[config.mk]
export PLATFORM = sky130hd
export DESIGN_NAME = ram_arbiter
export DESIGN_NICKNAME = d
export VERILOG_FILES = /design/src/rtl/ram_arbiter_pkg.sv /design/src/rtl/ram_arbiter_arb_prio_limit.sv /design/src/rtl/ram_arbiter.sv
export SDC_FILE = /design/constraint.sdc
export NUM_CORES = 1
export LEC_CHECK = 0
export BUFFER_PORTS_ARGS = -buffer_cell sky130_fd_sc_hd__buf_4
export CAP_MARGIN = 0
export CORE_AREA = 10 10 107 109
export CTS_CLUSTER_SIZE = 20
export DETAILED_ROUTE_END_ITERATION = 12
export DIE_AREA = 0 0 117 119
export GPL_TIMING_DRIVEN = 0
export PLACE_DENSITY_LB_ADDON = 0.08
export SLEW_MARGIN = 5
export SYNTH_ARGS = -nofsm -noshare
export SYNTH_HDL_FRONTEND = slang
export SYNTH_HIERARCHICAL = 1
export SYNTH_SLANG_ARGS = --single-unit
[constraint.sdc]
create_clock -name clk -period 3.2 [get_ports clk]
set_clock_uncertainty 0.1 [all_clocks]
set_input_delay 0.64 -clock clk [delete_from_list [all_inputs] [get_ports clk]]
set_output_delay 0.64 -clock clk [all_outputs]
set_load 0.05 [all_outputs]
[src/rtl/ram_arbiter_pkg.sv]
// ram_arbiter_pkg: read-owner encoding and default starvation limit shared by the RAM arbiter files
package ram_arbiter_pkg;
  typedef enum logic [1:0] {PORT_NONE = 2'd0, PORT_0 = 2'd1, PORT_1 = 2'd2} port_e;
  localparam int MAX_STREAK_DEF = 4;
endpackage

[src/rtl/ram_arbiter_arb_prio_limit.sv]
// arb_prio_limit: fixed priority to port 0, with a streak limit that forces a port-1 grant
module arb_prio_limit
  import ram_arbiter_pkg::*;
#(
  parameter int MAX_STREAK = MAX_STREAK_DEF
) (
  input  logic clk,
  input  logic reset_n,
  input  logic req0,
  input  logic req1,
  output logic gnt0,
  output logic gnt1
);
  localparam int SW = $clog2(MAX_STREAK + 1);
  logic [SW-1:0] streak;
  logic          lim;
  always_comb begin
    lim  = streak == SW'(MAX_STREAK);
    gnt0 = reset_n && req0 && !(req1 && lim);
    gnt1 = reset_n && req1 && !gnt0;
  end
  // the streak only counts port-0 wins while port 1 is actually waiting
  always_ff @(posedge clk or negedge reset_n)
    if (!reset_n) streak <= '0;
    else if (!req1 || gnt1) streak <= '0;
    else if (gnt0 && !lim) streak <= streak + 1'b1;
endmodule

[src/rtl/ram_arbiter.sv]
// ram_arbiter: shares a single-port RAM between the CPU port (0) and the debug/loader port (1)
module ram_arbiter
  import ram_arbiter_pkg::*;
#(
  parameter int ADDR_W     = 32,
  parameter int DATA_W     = 32,
  parameter int MAX_STREAK = MAX_STREAK_DEF
) (
  input  logic              clk,
  input  logic              reset_n,
  input  logic              m0_req,
  input  logic              m0_wr,
  input  logic [ADDR_W-1:0] m0_addr,
  input  logic [DATA_W-1:0] m0_wdata,
  output logic              m0_gnt,
  output logic              m0_rvalid,
  output logic [DATA_W-1:0] m0_rdata,
  input  logic              m1_req,
  input  logic              m1_wr,
  input  logic [ADDR_W-1:0] m1_addr,
  input  logic [DATA_W-1:0] m1_wdata,
  output logic              m1_gnt,
  output logic              m1_rvalid,
  output logic [DATA_W-1:0] m1_rdata,
  output logic              ram_wr_sig,
  output logic [ADDR_W-1:0] ram_addr,
  output logic [DATA_W-1:0] ram_wr_data,
  input  logic [DATA_W-1:0] ram_rd_data
);
  port_e             rd_owner;
  logic [DATA_W-1:0] rdata0_q, rdata1_q;
  arb_prio_limit #(.MAX_STREAK(MAX_STREAK)) u_arb (
    .clk(clk), .reset_n(reset_n), .req0(m0_req), .req1(m1_req), .gnt0(m0_gnt), .gnt1(m1_gnt)
  );
  always_comb begin
    ram_wr_sig  = m0_gnt ? m0_wr : m1_gnt && m1_wr;
    ram_addr    = m0_gnt ? m0_addr : m1_gnt ? m1_addr : '0;
    ram_wr_data = m0_gnt ? m0_wdata : m1_gnt ? m1_wdata : '0;
    m0_rvalid   = rd_owner == PORT_0;
    m1_rvalid   = rd_owner == PORT_1;
    m0_rdata    = m0_rvalid ? ram_rd_data : rdata0_q;
    m1_rdata    = m1_rvalid ? ram_rd_data : rdata1_q;
  end
  // RAM data arrives the cycle after the grant; hold copies keep rdata stable afterwards
  always_ff @(posedge clk or negedge reset_n)
    if (!reset_n) begin
      rd_owner <= PORT_NONE;
      rdata0_q <= '0;
      rdata1_q <= '0;
    end else begin
      rd_owner <= m0_gnt && !m0_wr ? PORT_0 : m1_gnt && !m1_wr ? PORT_1 : PORT_NONE;
      if (m0_rvalid) rdata0_q <= ram_rd_data;
      if (m1_rvalid) rdata1_q <= ram_rd_data;
    end
endmodule

# Word-level counts from Yosys, hierarchy flattened

Index checks and enable logic that the tools add are counted.

$add $sub $neg: 1
Multiplexer cells: 11
Equality and inequality tests: 3
Reduce and logical (&&, ||, !) cells: 17

Operators by type and width:

| kind                                                | count |
|---|---|
| two-way mux 32 bit                                  | 6 |
| logical AND 1 bit                                   | 9 |
| logical NOT 1 bit                                   | 6 |
| two-way mux 3 bit                                   | 2 |
| two-way mux 2 bit                                   | 2 |
| adder 3 x 1 -> 3 bit, second input constant         | 1 |
| equality test 3 bit, second input constant          | 1 |
| equality test 2 x 1 -> 1 bit, second input constant | 1 |
| equality test 2 bit, second input constant          | 1 |
| nonzero test 2 bit                                  | 1 |
| logical OR 1 bit                                    | 1 |
| two-way mux 1 bit                                   | 1 |

Bits in registers: 69

# Longest topological paths before layout

Depth after elaboration: 9
Mapped depth: 8
Gate-level depth less buffers: 6

# Hierarchy

Netlist, hierarchy kept.

Modules (own cells, without submodules):

| module         | instances | area each (sq um) | sequential area each (sq um) | cells an instance |
|---|---|---|---|---|
| ram_arbiter    | 1         | 3367.0            | 1651.6                       | 225 |
| arb_prio_limit | 1         | 207.7             | 75.1                         | 23 |

# Least setup slack after synthesis

No wires, ideal clock.

Path type: input -> output
Start point: input port m0_req
End point: output port ram_wr_data[30]
Stages: 6
Arrival time: 2.764 ns
Path buffers: 2
Slack: -0.304 ns
Path through: nand2_1 -> a31oi_1 -> buf_2 -> buf_2 -> nand2_1 -> o21ai_0

Word-level cells in the longest chain between the ends: 6

Ends and longest elaborated chain:

| element                          | line                             | text |
|---|---|---|
| from (decl)                      | ram_arbiter.sv:11                | `input logic m0_req,` |
| logical AND 1 bit * (2 in a row) | ram_arbiter_arb_prio_limit.sv:19 | `gnt0 = reset_n && req0 && !(req1 && lim);` |
| named net m0_gnt                 | ram_arbiter.sv:15                | `output logic m0_gnt,` |
| logical NOT 1 bit                | ram_arbiter_arb_prio_limit.sv:20 | `gnt1 = reset_n && req1 && !gnt0;` |
| logical AND 1 bit                | ram_arbiter_arb_prio_limit.sv:20 |  |
| two-way mux 32 bit               | ram_arbiter.sv:38                | `ram_wr_data = m0_gnt ? m0_wdata : m1_gnt ? m1_wdata : '0;` |
| two-way mux 32 bit *             | ram_arbiter.sv:38                |  |
| to (decl)                        | ram_arbiter.sv:27                | `output logic [DATA_W-1:0] ram_wr_data,` |

Mark *: on every way through the listed nets, which the timed path passes. The rest lies on a longest branch.

# Final worst setup path

Start point: register u_arb.streak[0]
End point: output port ram_wr_data[6]

Word-level cells in the longest chain between the ends: 8

Ends and longest elaborated chain:

| element                | line                             | text |
|---|---|---|
| from (decl)            | ram_arbiter_arb_prio_limit.sv:15 | `logic [SW-1:0] streak;` |
| from (signal assigned) | ram_arbiter_arb_prio_limit.sv:26 | `else if (gnt0 && !lim) streak <= streak + 1'b1;` |
| equality test 3 bit *  | ram_arbiter_arb_prio_limit.sv:18 | `lim = streak == SW'(MAX_STREAK);` |
| logical AND 1 bit *    | ram_arbiter_arb_prio_limit.sv:19 |  |
| logical NOT 1 bit *    | ram_arbiter_arb_prio_limit.sv:19 |  |
| logical AND 1 bit *    | ram_arbiter_arb_prio_limit.sv:19 |  |
| logical NOT 1 bit      | ram_arbiter_arb_prio_limit.sv:20 |  |
| logical AND 1 bit      | ram_arbiter_arb_prio_limit.sv:20 |  |
| two-way mux 32 bit     | ram_arbiter.sv:38                |  |
| two-way mux 32 bit *   | ram_arbiter.sv:38                |  |

Every way passes the cells marked *; elsewhere a longest branch is shown, timed or not.

==> flow_summary.ini <==
[drt]
drt_iter0_drc = 166
wirelength_um = 15590
drc = 0
via_per_inst = 5.036
routedWlPerCell_um = 23.07
ant_nets = 0
vias = 3404
drt_pre_antenna_iters = 4

[worst_setup_path]
worstSetupPathType = register to primary output
critPathArrivalTime_ns = 2.28
start_kind = register
required_ns = 2.46
critical_path_peak_fanout = 10
worst_setup_path_end_kind = primary output

[sta]
setup_viol = 0
fmaxAchievable_ghz = 0.3306
fin_tns_setup_ns = 0
timing.final.crit_share = 0.9452
relSlewSlack = 0.7300
tightestPinTransition_ns = 0.4050
hold_viol = 0
rsz0062_at_grt = no
maxSlewViolCount = 0
finalCriticalPeriod_ns = 3.025

[power_and_ir_drop]
ir_drop_mv = 0.2410
powerDensity_nw_per_um2 = 582.5
p_total_w = 0.003606
p_leak_nw = 3.291

[cts]
clk_path_buf_depth = 2
numCtsBuffers = 9
cts.sinks = 69
cts_root_buf = clkbuf_8
htree_levels = 3
clk_pin_slew_worst_paths_ns = 0.07
clk_latency_ns = 0.33
cts_setup_buffers = 0
cts_tree = done

[finish]
stdcell_count = 676
final_nets = 725
drive_above_1_share = 0.7135
final_cell_area_um2 = 6190
syn2layout_area_growth_pct = 73.15
diodes = 0
finalCoreUtilization = 0.6544

[placed_design]
place_hpwl_um = 13170
io_buffers = 298
place_area_um2 = 5963
placed_cells = 660
place.gp.congestion = 0.8827

[yosys]
ys_seq_area_frac = 0.4830
yosysWarnings = 6
yosys.cell_types.count = 23
syn_nets = 416
ys_ff_latch = 69
netlist_area_um2 = 3575
synth.avg_cell_area_um2 = 14.41
synth_cells = 248

[global_route]
grt_use_total = 0.2150
grt_overflow = 0
antenna_found_initial = 0
grt_max_degree = 78
grt_pass1_vias = 3717
grt_pass1_wl_um = 22610

[floorplanning]
fp.dieH_um = 119
coreArea_um2 = 9459
dieArea_um2 = 13920
initial_core_util = 0.3779
row_count = 36
num_io_pins = 299
fp.dieW_um = 117

[flow_run]
drv_cap = 0

[worst_hold_path]
holdCritPathClass = input port to asynchronous set/reset pin

[status]
status = complete, no violations
-- sequential cells by signal, summed over array words and instances, names as in the netlist --
register      flops
rdata1_q         32
rdata0_q         32
u_arb/streak      3
rd_owner          2
-- synth_stat cells --
| cell type | n | area, um2 |
|---|---|---|
| a21boi_1 | 2 | 15.01 |
| a21boi_2 | 1 | 11.26 |
| a22o_1 | 64 | 560.5 |
| a31oi_1 | 1 | 6.260 |
| and2_1 | 1 | 6.260 |
| buf_2 | 5 | 25.02 |
| buf_4 | 7 | 52.55 |
| buf_6 | 7 | 78.83 |
| clkbuf_1 | 3 | 11.26 |
| dfrtp_1 | 69 | 1727 |
| ha_1 | 2 | 25.02 |
| inv_1 | 3 | 11.26 |
| mux2_2 | 6 | 67.56 |
| mux2_4 | 58 | 870.8 |
| nand2_1 | 5 | 18.77 |
| nand2b_1 | 4 | 25.02 |
| nand3_1 | 2 | 10.01 |
| nand4b_1 | 1 | 8.760 |
| nor2_1 | 1 | 3.750 |
| nor2b_1 | 3 | 18.77 |
| nor3b_1 | 1 | 7.510 |
| o21ai_0 | 1 | 5.000 |
| o311ai_1 | 1 | 8.760 |
-- cell type report --
cell class	instances	area, um2
Tap cell	114	142.6
Fill cell	778	3269
Multi-Input combinational cell	154	1707
Clock buffer	12	135.1
Clock inverter	4	25.02
Inverter	3	11.26
Sequential cell	69	1727
Buffer	22	173.9
Timing Repair Buffer	298	2268
-- per-layer routing --
layer | global-route usage | routed length (um) | vias to the layer above | share of wire
met5 | 0 | 0 | - | 0
met4 | 0.06105 | 220 | 0 | 0.014
met3 | 0.07982 | 1617 | 13 | 0.10
met2 | 0.3648 | 7983 | 165 | 0.51
met1 | 0.2458 | 5771 | 1673 | 0.37
li1 | - | - | 1553 | -
-- placed cells by master, fill, tap and decap left out, drive strengths merged, types with 2 or more instances in the layout --
cell type / count
a21boi: 3
a22o: 64
buf: 316
clkbuf: 16
clkinv: 2
clkinvlp: 2
dfrtp: 69
ha: 2
inv: 3
mux2: 64
nand2: 5
nand2b: 4
nand3: 2
nor2b: 3
-- logic make-up after synthesis --
group,share of synthesized area
AO/OA/AOI/OAI,0.1698
adder cells (fa/ha/maj),0.006999
flip-flops,0.4830
multiplexers,0.2625
buffers and inverters,0.05005
AND/OR/NAND/NOR,0.02765
-- worst paths after layout --
kind | slack (ns) | endpoint | start | depth (start not counted)
setup reg to reg | 1.58 | rd_owner[1] | u_arb/streak[0] | 6
min in group clk | 0.37 | rd_owner[1] | m1_wr | 2
setup / recovery | 0.18 | ram_wr_data[6] | u_arb/streak[0] | 9
hold reg to reg | 0.39 | rdata1_q[16] | rdata1_q[16] | 1
max in group asynchronous | 2.60 | rdata0_q[16] | reset_n | 1
hold / removal | 0.08 | rdata0_q[18] | reset_n | 1
-- metrics by stage --
| stage | hold slack (ns) | setup slack, ns |
|---|---|---|
| 2_1_floorplan | 0.2444 | 0.1085 |
| 6_report | 0.08071 | 0.1753 |
| 4_1_cts | 0.08751 | 0.03071 |
| 3_5_place_dp | 0.3795 | -0.4829 |
| 5_1_grt | 0.08653 | 0.004941 |
| 3_3_place_gp | 0.3752 | -0.4462 |
-- repair_timing --
action | in CTS | in global routing
endpoints found under the hold margin | 0 | 0
resized for setup | 5 | 10
hold buffers | 0 | 0
setup endpoints to repair | 65 | 44
-- report_power, final --
part	internal [W]	switching (W)	leakage, nW
logic	0.000710	0.00119	2.39
registers	0.00105	0.0000528	0.820
clock network	0.000279	0.000319	0.0764
-- critical path, stage by stage, from the launching register on --
cell	delay, ns
dfrtp_1	0.40
inv_1	0.09
ha_2	0.24
a21boi_2	0.10
nor2_2	0.17
nor2b_1	0.14
clkbuf_4	0.21
buf_4	0.19
a22o_1	0.18
buf_4	0.23
Note: power is estimated with default switching activity, not from simulation.
